### config.mk
export PLATFORM = sky130hd
export DESIGN_NAME = pipe_stage_reg
export DESIGN_NICKNAME = d
export VERILOG_FILES = /design/src/rtl/pipe_stage_reg.sv
export SDC_FILE = /design/constraint.sdc
export NUM_CORES = 1
export LEC_CHECK = 0
export ABC_AREA = 0
export BUFFER_PORTS_ARGS = -buffer_cell sky130_fd_sc_hd__buf_2
export CAP_MARGIN = 20
export CORE_MARGIN = 2
export CORE_UTILIZATION = 40
export CTS_CLUSTER_DIAMETER = 100
export DETAILED_ROUTE_END_ITERATION = 16
export GPL_ROUTABILITY_DRIVEN = 0
export PLACE_DENSITY_LB_ADDON = 0.05
export SYNTH_ARGS = -nofsm -noshare
export SYNTH_HDL_FRONTEND = slang
export SYNTH_SLANG_ARGS = --single-unit
### constraint.sdc
create_clock -name i_Clk -period 2 [get_ports i_Clk]
set_input_delay 0.3 -clock i_Clk [delete_from_list [all_inputs] [get_ports i_Clk]]
set_output_delay 0.3 -clock i_Clk [all_outputs]
set_load 0.02 [all_outputs]
### src/rtl/pipe_stage_reg.sv
// Pipeline stage register with valid/ready handshake, optional two-entry
// skid buffer, flush-to-bubble and a saturating stall counter.
module pipe_stage_reg #(
  parameter int unsigned     WIDTH      = 32,
  parameter logic [WIDTH-1:0] BUBBLE_PAT = '0,
  parameter bit              SKID       = 1'b1,
  parameter int unsigned     CNT_W      = 16
) (
  input  logic             i_Clk,
  input  logic             i_reset_n,
  input  logic             i_valid,
  output logic             o_ready,
  input  logic [WIDTH-1:0] i_data,
  output logic             o_valid,
  input  logic             i_ready,
  output logic [WIDTH-1:0] o_data,
  input  logic             i_flush,
  output logic [1:0]       o_occupancy,
  output logic [CNT_W-1:0] o_stall_cnt
);

  // Main entry M drives the outputs; skid entry S catches one extra beat.
  logic             m_valid_q, m_valid_d;
  logic [WIDTH-1:0] m_data_q,  m_data_d;
  logic             s_valid_q, s_valid_d;
  logic [WIDTH-1:0] s_data_q,  s_data_d;
  logic [1:0]       occ_q,     occ_d;
  logic [CNT_W-1:0] stall_q,   stall_d;

  logic accept;
  logic fire;

  // Upstream ready: registered-only source with a skid, else pass-through of downstream ready.
  always_comb begin
    if (SKID) begin
      o_ready = i_reset_n & ~s_valid_q;
    end else begin
      o_ready = i_reset_n & (~m_valid_q | i_ready);
    end
  end

  assign accept = i_valid & o_ready;
  assign fire   = m_valid_q & i_ready;

  // Next-state selection for the held entries, occupancy and stall counter.
  always_comb begin
    m_valid_d = m_valid_q;
    m_data_d  = m_data_q;
    s_valid_d = s_valid_q;
    s_data_d  = s_data_q;

    if (i_flush) begin
      // An accepted beat in this cycle is swallowed along with held beats.
      m_valid_d = 1'b0;
      m_data_d  = BUBBLE_PAT;
      s_valid_d = 1'b0;
    end else if (SKID) begin
      if (s_valid_q) begin
        if (fire) begin
          m_valid_d = 1'b1;
          m_data_d  = s_data_q;
          s_valid_d = 1'b0;
        end
      end else if (accept && (!m_valid_q || fire)) begin
        m_valid_d = 1'b1;
        m_data_d  = i_data;
      end else if (accept) begin
        s_valid_d = 1'b1;
        s_data_d  = i_data;
      end else if (fire) begin
        m_valid_d = 1'b0;
        m_data_d  = BUBBLE_PAT;
      end
    end else begin
      if (accept) begin
        m_valid_d = 1'b1;
        m_data_d  = i_data;
      end else if (fire) begin
        m_valid_d = 1'b0;
        m_data_d  = BUBBLE_PAT;
      end
    end

    occ_d = 2'({1'b0, m_valid_d}) + 2'({1'b0, s_valid_d});

    stall_d = stall_q;
    if (m_valid_q && !i_ready && (stall_q != {CNT_W{1'b1}})) begin
      stall_d = stall_q + CNT_W'(1);
    end
  end

  // State registers with synchronous active-low reset.
  always_ff @(posedge i_Clk) begin
    if (!i_reset_n) begin
      m_valid_q <= 1'b0;
      m_data_q  <= BUBBLE_PAT;
      s_valid_q <= 1'b0;
      s_data_q  <= '0;
      occ_q     <= 2'd0;
      stall_q   <= '0;
    end else begin
      m_valid_q <= m_valid_d;
      m_data_q  <= m_data_d;
      s_valid_q <= s_valid_d;
      s_data_q  <= s_data_d;
      occ_q     <= occ_d;
      stall_q   <= stall_d;
    end
  end

  assign o_valid     = m_valid_q;
  assign o_data      = m_data_q;
  assign o_occupancy = occ_q;
  assign o_stall_cnt = stall_q;

endmodule
======== Word-level counts from Yosys, hierarchy flattened ========
Index checks and enable logic that the tools add are counted.
word-level totals
  register bits after elaboration ......... 84
  input port bits ......................... 37
  output and inout bits ................... 52
  logic and storage cells ................. 44
cells by class
  add/subtract/negate cells ............... 2
  eq/ne operators ......................... 3
  multiplexer cells ....................... 16
  bitwise operators ....................... 7
  reduce and logical (&&, ||, !) cells .... 10
operators by type and width
  kind                   number
  $mux 32                5
  $add 16x1->16 const B  1
  $ne 16x16->1 const B   1
  $mux 1                 11
  $not 1->1              4
  $reduce_and 4->1       1
  $and 1x1->1            3
  $logic_and 1x1->1      3
  $ne 3x2->1 const B     1
  $reduce_and 3->1       1
  $add 1x1->2            1
  $logic_not 1->1        2
  $ne 2x1->1 const B     1
  $reduce_bool 2->1      1
  $reduce_or 2->1        1
  $logic_or 1x1->1       1

======== Longest topological paths before layout ========
Gate-level depths: netlist of the first run.
  word-level depth ........................ 8
  mapped depth ............................ 6
  gate-level depth less buffers ........... 5

======== Worst setup path before layout of the first run ========
No wires, ideal clock.
  path kind ............................... register to register
  start point ............................. register stall_q[0], in the netlist o_stall_cnt[0]
  end point ............................... register stall_q[14], in the netlist o_stall_cnt[14]
  library setup time ...................... 0.072 ns
  arrival ................................. 1.785 ns
  data required time ...................... 1.928 ns
  path slack .............................. 0.143 ns
  cell stages (with the launch flop) ...... 6
  buffers on the path ..................... 0
  clock period less this slack ............ 1.857 ns
  path through ............................ dfxtp_1 > ha_1 > nand4_4 > or3_4 > nor4b_2 > mux2i_1
between the ends
  cells in the longest elaborated chain, start to end .. 2
  elaborated cells on any way between the ends .. 3
  classes of those cells .................. add/sub (1); eq/ne (1); reduce/logical (1)
ends and longest elaborated chain
  element                                                                line  source
  start, declared                                                        28    logic [CNT_W-1:0] stall_q, stall_d;
  start signal, assigned                                                 107   stall_q <= stall_d;
  parallel branches: the longest is 2 deep, another holds $add 16x1->16  --
Parallel ways; which one is timed is not known.
A chain may end at the register's enable or synchronous reset.

======== Worst setup path after layout of the first run ========
  start point ............................. register stall_q[0], in the netlist o_stall_cnt[0]
  end point ............................... register stall_q[10], in the netlist o_stall_cnt[10]
Same word-level chain as after synthesis.

==> metrics.txt, run 1 <==
average cell area after synthesis 8.42 sq um; Area Growth Syn to Fin 23.4%; Cell Pwr Density 808 nW/um^2; clock root buffer clkbuf_8; Post-CTS Hold Fix Bufs 0; H-tree levels 3; largest family of logic cells by synthesized area simple AND/OR/NAND/NOR gates; CP Launch Type flop; port buffer count 88; Synth cell types 43; vias in the first global route 2969; Die Area 9260 sq um; post-synthesis adder-cell area fraction 0.736%; worst-margin pin slew 0.408 ns; Peak VDD IR 0.365 mV; Total Power 3390 uW; Sink Count 84; XOR/XNOR Fraction of Synth Area 0.257%; Mapped Cells 404; initial antenna violation count 0; cell internal pwr 2520 uW; Net Switching 865 uW; R2R setup slack 0.20 ns; DRT Pass-1 Iters 4; clk_lat worst skew 0.35 ns; average wire per standard cell 14.7 um; Slew Limit Fails 0; Most used DFF post-synth dfxtp_1; setup TNS 0 ns; Setup crit start o_stall_cnt[0]; leak pwr 0.00167 uW; FP Rows 33; min-delay src i_data[10]; nets@finish 525; fillers 804; Flop pwr share 50.7%; leading cell type in the layout, fill and taps excluded buf_2; Post-DP HPWL 5710 um; CP Class flop to flop; core footprint 8220 sq um; vias per cell 5.24; Ports 89; clock share of power 40.1%; Max-cap violations 0; grt total ovfl 0; via count 3123; first-pass GRT wire length 14400 um; Netlist Area Pre-Place 3400 sq um; Clock transition at path regs 0.09 ns; largest net degree at the start of global routing 38; Post-Synth Simple-Gate Area 26.3%; CTS Buffer Depth 2; TritonCTS clock tree done; Synth Area in Compound Gates 18.6%; Async S/R FF share, synth 0%; RSZ-0062 raised after global routing no; switching share of power 25.5%; hold violation total from the final report 0; sequential fraction of the synthesis area 49.4%; detailed router's first-iteration violation count 137; layout cell share with drive strength beyond 1 26.7%; CP Capture Type flop; syn nets 443; part of the power in combinational logic 9.2%; Initial Utilization 41.4%; aggregate global-route resource usage 20.1%; mux cell area share after synthesis 0.588%; Finish-stage setup viols 0; Hold Path Class primary input to flop; Final ANT Viol Nets 0; Final Cycle Share 90.1%; Die Span X 96.2 um; fmax 555 MHz; WL final 8780 um; status complete, no violations; number of diodes 0; Post-synth EDFFs 0; most frequent cells in the layout buf_2, dfxtp_1, nand2_1; Worst Path Required 2.22 ns; minimum clock period 1.80 ns; #FFs+latches synth 84; Ys Warns 0; Num CTS Buffers 9; Max FO, Critical Path 8; clock skew 0.00941 ns; beginning of the worst register-to-register path o_stall_cnt[0]; worst relative slew slack 72.8%; final routed DRC violation total 0; crit path DAT 2.02 ns; Die Span Y 96.2 um
repair_timing:
item	CTS	global route
buffers inserted	0	0
setup endpoints to repair	0	1
gates resized for setup	0	1
cell families (layout without fill, tap and decap cells):
group,count (synthesis),count (layout)
AO/OA/AOI/OAI,94,94
XOR/XNOR,1,1
adder cells (fa/ha/maj),2,2
buffers and inverters,34,121
flip-flops,84,84
multiplexers,2,2
AND/OR/NAND/NOR,187,187
state kept, by name, indices dropped and copies added, names as in the netlist:
register     count
s_valid_q        1
o_valid          1
o_data          32
o_occupancy      2
o_stall_cnt     16
s_data_q        32
power groups by stage:
| stage | sequential (uW) | combinational (uW) | clock [uW] |
|---|---|---|---|
| final | 1720 | 313 | 1360 |
| after global placement | 1760 | 315 | 0 |
| after detailed placement | 1760 | 316 | 0 |
| after CTS | 1720 | 317 | 1400 |
| after global routing | 1720 | 351 | 1450 |
| after floorplan | 1790 | 151 | 0 |
stage by stage:
step,setup WS [ns],instance area (sq um),util (%),hold slack (ns),std cells
2_1_floorplan,0.143,3400,-,0.436,404
3_3_place_gp,0.226,3970,48.3,0.441,580
3_5_place_dp,0.176,3970,48.3,0.447,580
4_1_cts,0.156,4190,51.0,0.175,596
5_1_grt,0.0263,4200,51.1,0.181,596
6_report,0.198,4200,51.1,0.191,596
layout make-up:
type	count	area, sq um	share of cell area, %
clock buffer	9	124	2.95
timing repair buffer	101	551	13.1
tap	105	131	3.13
multi-input combinational	286	1600	38.0
sequential	84	1680	40.1
inverter	4	15.0	0.358
clock inverter	7	98.8	2.36
per-layer routing:
layer	routed length, um	vias to the layer above	GRT usage, %
li1	-	1608	-
met4	95	0	7.50
met3	578	6	4.70
met2	3910	88	31.6
met5	0	-	0
met1	4200	1421	26.7
critical path, cell delays in order, from the launching register on:
cell      delay [ns]
dfxtp_1         0.42
ha_2            0.26
nand4_4         0.16
or3_4           0.43
o311ai_1        0.28
o41ai_1         0.12
cell usage after synthesis (all sizes together), types with 2 or more instances:
master | count | share of area (%)
nand4 | 5 | 1.8
o41ai | 2 | 0.74
nor4 | 2 | 0.37
nor3b | 2 | 0.44
nor3 | 38 | 5.7
nor2 | 40 | 4.4
clkbuf | 21 | 2.3
or2 | 2 | 0.37
inv | 3 | 0.33
nand3 | 4 | 0.59
or3 | 5 | 1.1
dfxtp | 84 | 49
nand2 | 74 | 8.2
ha | 2 | 0.74
a31oi | 2 | 0.37
or4 | 2 | 0.44
o21ai | 9 | 1.3
buf | 9 | 1.4
a21oi | 42 | 6.2
nand2b | 5 | 0.92
mux2i | 2 | 0.59
o31ai | 2 | 0.44
and2 | 2 | 0.37
a221oi | 32 | 8.2
and3 | 2 | 0.37
path summary, 6_finish.rpt:
| kind | end | cells past startpoint |
|---|---|---|
| setup / recovery | o_stall_cnt[10] | 5 |
| hold / removal | s_data_q[10] | 3 |
| setup reg to reg | o_stall_cnt[10] | 5 |
| hold reg to reg | s_data_q[7] | 2 |
(Power assumes the default switching activity.)
==> inputs of run 2 (changes only) <==
--- a/config.mk
+++ b/config.mk
@@ -8,8 +8,10 @@
 export ABC_AREA = 0
 export BUFFER_PORTS_ARGS = -buffer_cell sky130_fd_sc_hd__buf_2
 export CAP_MARGIN = 20
+export CELL_PAD_IN_SITES_DETAIL_PLACEMENT = 2
+export CELL_PAD_IN_SITES_GLOBAL_PLACEMENT = 2
 export CORE_MARGIN = 2
-export CORE_UTILIZATION = 40
+export CORE_UTILIZATION = 30
 export CTS_CLUSTER_DIAMETER = 100
 export DETAILED_ROUTE_END_ITERATION = 16
 export GPL_ROUTABILITY_DRIVEN = 0
==> constraint.sdc (replaced) <==
create_clock -name i_Clk -period 2 [get_ports i_Clk]
set_input_delay 0.3 -clock i_Clk [delete_from_list [all_inputs] [get_ports i_Clk]]
set_output_delay 0.3 -clock i_Clk [all_outputs]
set_load 0.005 [all_outputs]
==> metrics.txt, run 2 (synthesized netlist as in run 1, its figures left out) <==
status complete, no violations; Finish-stage setup viols 0; R2R depth 6; design area 4370 sq um; via count 3348; layout cell share with drive strength beyond 1 26.6%; Num CTS Buffers 9; Setup crit start o_stall_cnt[1]; leading cell type in the layout, fill and taps excluded buf_2; Max-cap violations 0; largest net degree at the start of global routing 38; Post-DP HPWL 7170 um; RSZ-0062 raised after global routing no; Net Switching 877 uW; setup TNS 0 ns; CTS Buffer Depth 2; dpl ws 0.156 ns; fin worst setup slack 0.135 ns; DRT Pass-1 Iters 4; CP Class flop to flop; Clock transition at path regs 0.06 ns; H-tree levels 3; Sink Count 84; most frequent cells in the layout buf_2, dfxtp_1, nand2_1; Ports 89; minimum clock period 1.87 ns; worst relative slew slack 70.8%; grt total ovfl 0; DP Area 4090 sq um; Worst Path Required 2.23 ns; switching share of power 24.2%; core footprint 10900 sq um; final routed DRC violation total 0; first-pass GRT wire length 18300 um; cell internal pwr 2740 uW; part of the power in combinational logic 8.7%; hold violation total from the final report 0; Die Span X 110 um; R2R setup slack 0.13 ns; Die Span Y 110 um; detailed router's first-iteration violation count 107; worst hold margin 0.214 ns; clock share of power 43.8%; Setup Buffers After CTS 0; FP Rows 38; Resize count post-CTS 0; clock skew 0.00635 ns; Final ANT Viol Nets 0; register area 1680 sq um; vias in the first global route 3581; clk_lat worst skew 0.33 ns; Hold Path Class primary input to flop; r2r endpoint o_stall_cnt[4]; beginning of the worst register-to-register path o_stall_cnt[1]; Flop pwr share 47.5%; aggregate global-route resource usage 18.2%; CP Launch Type flop; fillers 1249; CP Capture Type flop; vias per cell 5.29; average wire per standard cell 17.3 um; crit path to o_stall_cnt[4]; Peak VDD IR 0.401 mV; fmax 536 MHz; crit path DAT 2.10 ns; Post-CTS Hold Fix Bufs 0; Initial Utilization 31.1%; Multi-input gate area 1600 sq um; clock root buffer clkbuf_16; port buffer count 88; Max FO, Critical Path 11; initial antenna violation count 1; number of diodes 0; nets@finish 527; Final Cycle Share 93.3%; Die Area 12200 sq um; worst-margin pin slew 0.438 ns; WL final 11000 um; TritonCTS clock tree done; leak pwr 0.00173 uW; Slew Limit Fails 0; Area Growth Syn to Fin 28.5%; Cell Pwr Density 828 nW/um^2
[run 2: worst max-delay path, stage by stage (launching register included)]
cell	delay (ns)
dfxtp_1	0.40
ha_1	0.30
nand4_4	0.19
o41ai_2	0.37
buf_4	0.22
nor2_1	0.06
nor3_1	0.23
[run 2: power groups by stage]
stage / Clock [uW] / Sequential [uW] / Combinational (uW)
finish: 1590 / 1720 / 314
global route: 1710 / 1720 / 354
CTS: 1630 / 1720 / 323
detailed placement: 0 / 1760 / 320
global placement: 0 / 1760 / 315
floorplan: 0 / 1760 / 150
[run 2: metal layers]
| layer | share of wire [%] | track usage (%) |
|---|---|---|
| met5 | 0.12 | 0 |
| met4 | 0.77 | 3.67 |
| met3 | 3.7 | 4.94 |
| met2 | 50 | 32.5 |
| met1 | 45 | 22.0 |
[run 2: worst min-delay path by stage]
stage | start | end | slack (ns) | cells after the start
floorplan | i_data[0] | s_data_q[0] | 0.44 | 2
global placement | s_data_q[25] | s_data_q[25] | 0.44 | 2
detailed placement | s_data_q[11] | s_data_q[11] | 0.45 | 2
CTS | i_data[23] | s_data_q[23] | 0.20 | 3
global route | i_data[23] | s_data_q[23] | 0.21 | 3
finish | i_data[23] | s_data_q[23] | 0.21 | 3
[run 2: metrics by stage]
step	instances	power (uW)	util, %
2_1_floorplan	404	1910	-
3_3_place_gp	617	2070	37.4
3_5_place_dp	617	2080	37.4
4_1_cts	633	3670	40.0
5_1_grt	633	3780	40.0
6_report	633	3620	40.0
[run 2: cell type report]
type / instances / area share (%)
inverter: 4 / 0.343
clock inverter: 3 / 0.487
multi-input combinational: 286 / 36.7
tap: 140 / 4.01
timing repair buffer: 103 / 14.1
sequential: 84 / 38.5
clock buffer: 13 / 5.95
==> inputs of run 3 (changes only) <==
==> constraint.sdc (replaced) <==
create_clock -name i_Clk -period 2 [get_ports i_Clk]
set_input_delay 0.4 -clock i_Clk [delete_from_list [all_inputs] [get_ports i_Clk]]
set_output_delay 0.4 -clock i_Clk [all_outputs]
set_load 0.005 [all_outputs]
==> metrics.txt, run 3 (synthesized netlist as in run 1, its figures left out) <==
Post-DP HPWL 7300 um; first-pass GRT wire length 18900 um; fmax 552 MHz; fillers 1245; Setup crit start o_stall_cnt[1]; CP Capture Type flop; WL final 11200 um; hold violation total from the final report 0; worst relative slew slack 66.6%; Hold Path Class primary input to flop; Area Growth Syn to Fin 28.4%; layout cell share with drive strength beyond 1 27.5%; Ports 89; leak pwr 0.00173 uW; vias per cell 5.29; CTS Buffer Depth 2; Final Cycle Share 90.6%; most frequent cells in the layout buf_2, dfxtp_1, nand2_1; crit path to o_stall_cnt[10]; Cell Pwr Density 833 nW/um^2; number of diodes 0; FP Rows 38; Finish-stage setup viols 0; TritonCTS clock tree done; detailed router's first-iteration violation count 92; R2R setup slack 0.19 ns; Clock transition at path regs 0.06 ns; Setup Buffers After CTS 0; Num CTS Buffers 9; Sink Count 84; Slew Limit Fails 0; Total Power 3640 uW; Final ANT Viol Nets 0; leading cell type in the layout, fill and taps excluded buf_2; largest net degree at the start of global routing 44; minimum clock period 1.81 ns; Initial Utilization 31.1%; initial antenna violation count 1; DRT Pass-1 Iters 4; worst-margin pin slew 0.501 ns; via count 3361; crit path DAT 2.02 ns; Die Span X 110 um; core footprint 10900 sq um; nets@finish 529; beginning of the worst register-to-register path o_stall_cnt[1]; vias in the first global route 3753; clock root buffer clkbuf_16; grt total ovfl 0; status complete, no violations; average wire per standard cell 17.7 um; worst hold margin 0.311 ns; Worst Path Required 2.21 ns; final routed DRC violation total 0; R2R depth 5; H-tree levels 3; Peak VDD IR 0.441 mV; CP Class flop to flop; Die Area 12200 sq um; r2r endpoint o_stall_cnt[10]; setup TNS 0 ns; Max FO, Critical Path 8; Die Span Y 110 um; clock skew 0.00676 ns; Max-cap violations 0; aggregate global-route resource usage 19.2%; clk_lat worst skew 0.34 ns; port buffer count 88; CP Launch Type flop
==> run 3: power breakdown <==
group | leakage [uW] | internal, uW | switching [uW]
logic | 0.000906 | 119 | 183
registers | 0.000679 | 1700 | 17.7
clock network | 0.000144 | 937 | 678
==> run 3: area by class of cell <==
type	instances	area, sq um	share of cell area [%]
clock buffer	12	267	6.10
clock inverter	4	22.5	0.515
inverter	4	15.0	0.344
multi-input combinational	286	1620	37.0
sequential	84	1680	38.5
tap	140	175	4.01
timing repair buffer	105	593	13.6
==> run 3: how the worst min path moves through the flow <==
stage               depth (start not counted)         start           end
finish                                      3    i_data[22]  s_data_q[22]
global route                                3    i_data[21]  s_data_q[21]
CTS                                         3    i_data[22]  s_data_q[22]
detailed placement                          2  s_data_q[11]  s_data_q[11]
global placement                            2   s_data_q[8]   s_data_q[8]
floorplan                                   2   s_data_q[0]   s_data_q[0]
==> run 3: per-layer routing <==
layer  global-route usage, %  routed length [um]  vias up
met5                       0                   8        -
met4                    6.75                 167        2
met3                    3.40                 344       13
met2                    33.5                5620       64
met1                    23.8                5080     1661
li1                        -                   -     1621
==> run 3: per-stage QoR <==
step           util [%]  setup slack, ns  std cells  area (sq um)
2_1_floorplan         -            0.280        404          3400
3_3_place_gp       37.2            0.141        619          4070
3_5_place_dp       37.2           0.0976        619          4070
4_1_cts            39.8           0.0772        635          4360
5_1_grt            40.0         -0.00572        635          4370
6_report           40.0            0.188        635          4370
==> run 3: repair_timing <==
| action | 4_1_cts | 5_1_grt |
|---|---|---|
| setup endpoints to repair | 0 | 3 |
| hold endpoints to repair | 0 | 0 |
| hold buffers | 0 | 0 |
| resized for setup | 0 | 2 |
==> run 3: critical path, cell delays in order, from the launching register on <==
cell and delay, ns:
dfxtp_1 0.44, ha_4 0.21, nand4_4 0.17, or3_4 0.45
o311ai_1 0.28, o41ai_1 0.12
